## src/rtl/fetch_unit.sv

```systemverilog
// Instruction fetch stage. Holds the fetch PC, issues in-order reads to instruction
// memory over a req/gnt/rvalid handshake, and buffers returned words with their PCs
// in a small FIFO whose head drives instrF/PCF combinationally.
//
// outstanding_q counts every accepted request whose response has not yet arrived,
// including stale ones left over from a redirect; discard_q counts the stale subset.
// The pending-PC queue only holds PCs of live (non-stale) requests.
//
// Credit counts the head popped by weD in the same cycle as free. In steady state this
// lets the stage sustain one instruction per cycle at FIFO_DEPTH=2. The FIFO still
// cannot overflow, because the head is definitely popped at that edge.
module fetch_unit #(
    parameter logic [31:0] RESET_PC   = 32'h0000_3000,
    parameter int unsigned FIFO_DEPTH = 2
) (
    input  logic        clk,
    input  logic        reset,
    output logic        imem_req,
    output logic [31:0] imem_addr,
    input  logic        imem_gnt,
    input  logic        imem_rvalid,
    input  logic [31:0] imem_rdata,
    input  logic        weD,
    input  logic        redirect,
    input  logic [31:0] redirect_pc,
    output logic [31:0] instrF,
    output logic [31:0] PCF,
    output logic        validF
);

    localparam int unsigned PW = (FIFO_DEPTH > 1) ? $clog2(FIFO_DEPTH) : 1;
    localparam int unsigned CW = $clog2(FIFO_DEPTH + 1);
    localparam logic [PW-1:0] LAST_PTR = PW'(FIFO_DEPTH - 1);

    function automatic logic [PW-1:0] next_ptr(input logic [PW-1:0] p);
        return (p == LAST_PTR) ? '0 : p + PW'(1);
    endfunction

    logic [31:0]   pc_q, pc_d;
    logic [CW-1:0] outstanding_q, outstanding_d;
    logic [CW-1:0] discard_q, discard_d;

    logic [31:0]   pend_pc_q [FIFO_DEPTH];
    logic [31:0]   pend_pc_d [FIFO_DEPTH];
    logic [PW-1:0] pend_wr_q, pend_wr_d;
    logic [PW-1:0] pend_rd_q, pend_rd_d;

    logic [31:0]   fifo_pc_q    [FIFO_DEPTH];
    logic [31:0]   fifo_pc_d    [FIFO_DEPTH];
    logic [31:0]   fifo_instr_q [FIFO_DEPTH];
    logic [31:0]   fifo_instr_d [FIFO_DEPTH];
    logic [PW-1:0] fifo_wr_q, fifo_wr_d;
    logic [PW-1:0] fifo_rd_q, fifo_rd_d;
    logic [CW-1:0] fifo_cnt_q, fifo_cnt_d;

    logic          pop, issue, rsp_ok, rsp_keep, rsp_drop;
    logic [CW:0]   used;

    // Low address bits of the redirect target are forced to zero.
    logic [1:0]    unused_rpc_lsb;
    assign unused_rpc_lsb = redirect_pc[1:0];

    // Handshake decode, credit check and head presentation.
    always_comb begin
        validF    = (fifo_cnt_q != '0);
        pop       = weD & validF;
        used      = {1'b0, outstanding_q} + {1'b0, fifo_cnt_q} - (CW+1)'(pop);
        imem_req  = reset & ~redirect & (used < (CW+1)'(FIFO_DEPTH));
        imem_addr = pc_q;
        issue     = imem_req & imem_gnt;
        // A response with nothing outstanding is a protocol error and is ignored.
        rsp_ok    = imem_rvalid & (outstanding_q != '0);
        rsp_drop  = rsp_ok & (discard_q != '0);
        rsp_keep  = rsp_ok & (discard_q == '0);
        instrF    = validF ? fifo_instr_q[fifo_rd_q] : 32'h0;
        PCF       = validF ? fifo_pc_q[fifo_rd_q] : 32'h0;
    end

    // Next-state: issue, return, deliver, with redirect overriding everything.
    always_comb begin
        pc_d          = pc_q;
        outstanding_d = outstanding_q;
        discard_d     = discard_q;
        pend_pc_d     = pend_pc_q;
        pend_wr_d     = pend_wr_q;
        pend_rd_d     = pend_rd_q;
        fifo_pc_d     = fifo_pc_q;
        fifo_instr_d  = fifo_instr_q;
        fifo_wr_d     = fifo_wr_q;
        fifo_rd_d     = fifo_rd_q;
        fifo_cnt_d    = fifo_cnt_q;

        if (redirect) begin
            // Everything still in flight is stale; a word returning now is dropped here.
            pc_d          = {redirect_pc[31:2], 2'b00};
            outstanding_d = outstanding_q - CW'(rsp_ok);
            discard_d     = outstanding_q - CW'(rsp_ok);
            pend_wr_d     = '0;
            pend_rd_d     = '0;
            fifo_wr_d     = '0;
            fifo_rd_d     = '0;
            fifo_cnt_d    = '0;
        end else begin
            if (issue) begin
                pend_pc_d[pend_wr_q] = pc_q;
                pend_wr_d            = next_ptr(pend_wr_q);
                pc_d                 = pc_q + 32'd4;
            end
            if (rsp_keep) begin
                fifo_pc_d[fifo_wr_q]    = pend_pc_q[pend_rd_q];
                fifo_instr_d[fifo_wr_q] = imem_rdata;
                fifo_wr_d               = next_ptr(fifo_wr_q);
                pend_rd_d               = next_ptr(pend_rd_q);
            end
            if (rsp_drop) begin
                discard_d = discard_q - CW'(1);
            end
            if (pop) begin
                fifo_rd_d = next_ptr(fifo_rd_q);
            end
            outstanding_d = outstanding_q + CW'(issue) - CW'(rsp_ok);
            fifo_cnt_d    = fifo_cnt_q + CW'(rsp_keep) - CW'(pop);
        end
    end

    // State registers with asynchronous active-low reset.
    always_ff @(posedge clk or negedge reset) begin
        if (!reset) begin
            pc_q          <= RESET_PC;
            outstanding_q <= '0;
            discard_q     <= '0;
            pend_wr_q     <= '0;
            pend_rd_q     <= '0;
            fifo_wr_q     <= '0;
            fifo_rd_q     <= '0;
            fifo_cnt_q    <= '0;
            for (int i = 0; i < int'(FIFO_DEPTH); i++) begin
                pend_pc_q[i]    <= '0;
                fifo_pc_q[i]    <= '0;
                fifo_instr_q[i] <= '0;
            end
        end else begin
            pc_q          <= pc_d;
            outstanding_q <= outstanding_d;
            discard_q     <= discard_d;
            pend_pc_q     <= pend_pc_d;
            pend_wr_q     <= pend_wr_d;
            pend_rd_q     <= pend_rd_d;
            fifo_pc_q     <= fifo_pc_d;
            fifo_instr_q  <= fifo_instr_d;
            fifo_wr_q     <= fifo_wr_d;
            fifo_rd_q     <= fifo_rd_d;
            fifo_cnt_q    <= fifo_cnt_d;
        end
    end

    // Responses may only arrive for requests that were accepted.
    a_rvalid_has_credit: assert property (
        @(posedge clk) disable iff (!reset) imem_rvalid |-> (outstanding_q != '0)
    );

endmodule

```

## config.mk

```make
export PLATFORM = sky130hd
export DESIGN_NAME = fetch_unit
export DESIGN_NICKNAME = d
export VERILOG_FILES = /design/src/rtl/fetch_unit.sv
export SDC_FILE = /design/constraint.sdc
export NUM_CORES = 1
export LEC_CHECK = 0
export ABC_CLOCK_PERIOD_IN_PS = 3600
export CORE_MARGIN = 1
export CORE_UTILIZATION = 45
export DETAILED_ROUTE_END_ITERATION = 16
export GPL_ROUTABILITY_DRIVEN = 0
export MAX_ROUTING_LAYER = met4
export PLACE_DENSITY = 0.69
export SLEW_MARGIN = 20
export SYNTH_ARGS = -nofsm -noshare
export SYNTH_HDL_FRONTEND = slang
export SYNTH_SLANG_ARGS = --single-unit
```

## constraint.sdc

```tcl
create_clock -name clk -period 3.6 [get_ports clk]
set_input_delay 0.72 -clock clk [delete_from_list [all_inputs] [get_ports clk]]
set_output_delay 0.72 -clock clk [all_outputs]
set_load 0.02 [all_outputs]
```

==> results.txt <==
Status: completed
Primary FF master, synth: dfrtp_1
PwrDens: 773 nW/um2
CP endpoint kind: output port
Worst-path clk slew: 0.06 ns
Drt via density: 5.44
Unique masters post-synth: 48
Crit path time final: 3.45 ns
Area of the die: 23800 um2
CP Class: in2out
Seq pwr share: 41.0%
Switching Share: 32.6%
Met3 Resource Use GR: 3.14%
Largest net degree at the start of global routing: 171
Routed WL: 23900 um
Total core area: 22700 um2
GR Util met1: 29.2%
Initial Util: 46.0%
Die X: 154 um
Worst EP arrival: 2.73 ns
Worst setup path startpoint: weD
Longest Clk Path Bufs: 3
# setup viols final: 0
Root buffer cell: clkbuf_16
Post-placement cell count: 1334
Cell Count, Final, Fillers Out: 1379
Critical Path, Cell by Cell: clkdlybuf4s50_1, nor3b_1, o21ai_0, fa_1, xnor2_1, nor3_1, dlygate4sd2_1
Total global-route track usage: 21.1%
Fin. Hold Viols: 0
Synth async-reset ratio: 100%
Hold Crit Class: in2async
Vias in the first global route: 7571
Area Growth Syn to Fin: 26.6%
Worst Tran Pin Value: 0.974 ns
Die height: 154 um
Seq cells post-synth: 224
Hold slack: 0.328 ns
Final Net Count: 1155
Cell Int Power: 6890 uW
RR Startpoint: fifo_cnt_q[1]
Vias: 7502
Clock share of power: 25.6%
Global route hottest layer: met2
Leakage: 0.00571 uW
Synth Warn #: 0
Post-route DRC: 0
RSZ-0062 raised after global routing: false
Post-CTS setup repair buffer count: 0
GRT overflow: 0
Worst vdd ir: 0.000420 V
Pre-CTS setup slack: -0.120 ns
Clk sinks: 224
Layout cells sized above 1: 18.3%
Final worst-path cycle share: 95.8%
Antenna diodes: 0
Seq/Total Area, Yosys: 53.7%
Net Switching: 3340 uW
Initial antenna violation count: 0
Hpwl dp: 15300 um
Syn Inst Count: 927
CP max FO: 3
Post-Syn Area: 10400 um2
Worst EP required: 2.88 ns
H-tree depth: 1
EDFF count, synth: 0
Worst path slowest cell: clkdlybuf4s50_1
DRT iter0 DRCs: 361
Final WS setup: 0.151 ns
Slew headroom: 35.1%
Logic pwr share: 33.4%
Slew Viols, Final: 0
Routed Antenna Nets: 0
Core Rows: 55
Clock latency on the worst-skew pair: 0.51 ns
CTS buffer count: 25
Port bufs: 161
TritonCTS clock tree: built
Max incr delay on CP: 0.49 ns
DRT Pass-1 Iters: 4
Max Freq: 290 MHz
I/O pin count: 168
Avg Cell Area, Syn: 11.3 um2
WL per Instance: 17.3 um
First-pass GRT wire length: 39300 um
Max-Cap Viols: 0
Layout Skew: 0.00797 ns
CP Launch Type: input pin
Met2 Resource Use GR: 32.6%
## worst paths after layout
check	cells after the start	slack, ns	endpoint
setup / recovery	7	0.15	imem_req
hold / removal	2	0.33	imem_addr[22]
setup reg to reg	11	0.65	imem_addr[19]
hold reg to reg	2	0.49	pend_pc_q[9]
max in group asynchronous	3	1.84	pend_pc_q[19]
min in group clk	2	0.49	pend_pc_q[9]
## power by group through the flow
stage               registers (uW)  logic, uW  clock network, uW
floorplan                     4010       2370                  0
global placement              4190       3370                  0
detailed placement            4250       3440                  0
CTS                           4200       3450               2690
global route                  4340       3770               2780
finish                        4200       3410               2620
## area by class of cell
cell class                 count  area [um2]
clock buffer                  32         712
clock inverter                13         149
fill                        1918        9490
inverter                      13        48.8
multi-input combinational    630        4500
sequential                   224        5610
tap                          285         357
timing repair buffer         182        1840
## registers in the layout, indices dropped and copies added (netlist names)
signal / flops
fifo_pc_q: 60
pend_pc_q: 60
fifo_instr_q: 64
fifo_rd_q: 1
fifo_wr_q: 1
discard_q: 2
imem_addr: 30
fifo_cnt_q: 2
outstanding_q: 2
pend_wr_q: 1
pend_rd_q: 1
## through the flow
step	cell area (um2)	TNS (ns)	power [uW]	util, %
6_report	13200	0	10200	58.2
5_1_grt	13200	0	10900	58.2
4_1_cts	13200	0	10300	58.2
3_5_place_dp	12400	-0.217	7680	54.4
3_3_place_gp	12400	-0.115	7560	54.4
2_1_floorplan	10500	0	6380	-
## critical path, delay by kind of cell
kind            cells  cell delay (ns)
compound gates      1             0.17
fa+ha+maj           1             0.40
buf+inv             2             0.85
simple gates        2             0.44
xor+xnor            1             0.15
## what timing repair did
action / in CTS / in global routing
gates resized for setup: 1 / 0
hold buffers: 0 / 0
endpoints found under the setup margin: 1 / 0
## layer usage
metal	share of wire (%)	routed length [um]
met2	46	11000
met3	5.0	1200
met1	47	11300
met5	0	0
met4	1.8	437
## Yosys cell counts (3+ instances only)
cell type / count / area (um2)
dfrtp_1: 222 / 5560
nor2_1: 150 / 563
mux2_2: 122 / 1370
mux2i_1: 99 / 991
a21oi_1: 68 / 340
nand2_1: 44 / 165
o21ai_0: 25 / 125
buf_2: 24 / 120
clkbuf_1: 18 / 67.6
nand3_1: 17 / 85.1
inv_1: 13 / 48.8
buf_1: 11 / 41.3
xnor2_1: 11 / 96.3
nor2b_1: 9 / 56.3
and3_1: 8 / 50.1
ha_1: 8 / 100
nand4_1: 8 / 50.1
buf_4: 7 / 52.6
o211ai_1: 5 / 37.5
o311ai_0: 5 / 43.8
nor3_1: 4 / 20.0
nor3b_1: 4 / 30.0
xor2_1: 4 / 35.0
nand2b_1: 3 / 18.8
nor4_1: 3 / 18.8
## layout by cell type, fill, tap and decap left out, types with 7 or more instances in the layout
master and count:
a21oi_1 68, and3_1 8, buf_4 15, clkbuf_16 25
clkdlybuf4s50_1 158, clkinv_2 7, dfrtp_1 221, ha_1 8
inv_1 13, mux2_2 122, mux2i_1 99, nand2_1 44
nand3_1 17, nand4_1 8, nor2_1 148, nor2b_1 9
o21ai_0 25, xnor2_1 11
## kinds of logic (layout without fill, tap and decap cells)
family / after synthesis / in the layout / share of synthesized area, %
compound gates: 118 / 118 / 6.45
fa+ha+maj: 9 / 9 / 1.15
other cells: 1 / 4 / 0.0359
xor+xnor: 15 / 15 / 1.26
flops: 224 / 224 / 53.7
simple gates: 263 / 263 / 11.3
buf+inv: 76 / 240 / 3.48
mux: 221 / 221 / 22.7
Note: power is estimated with default switching activity, not from simulation.
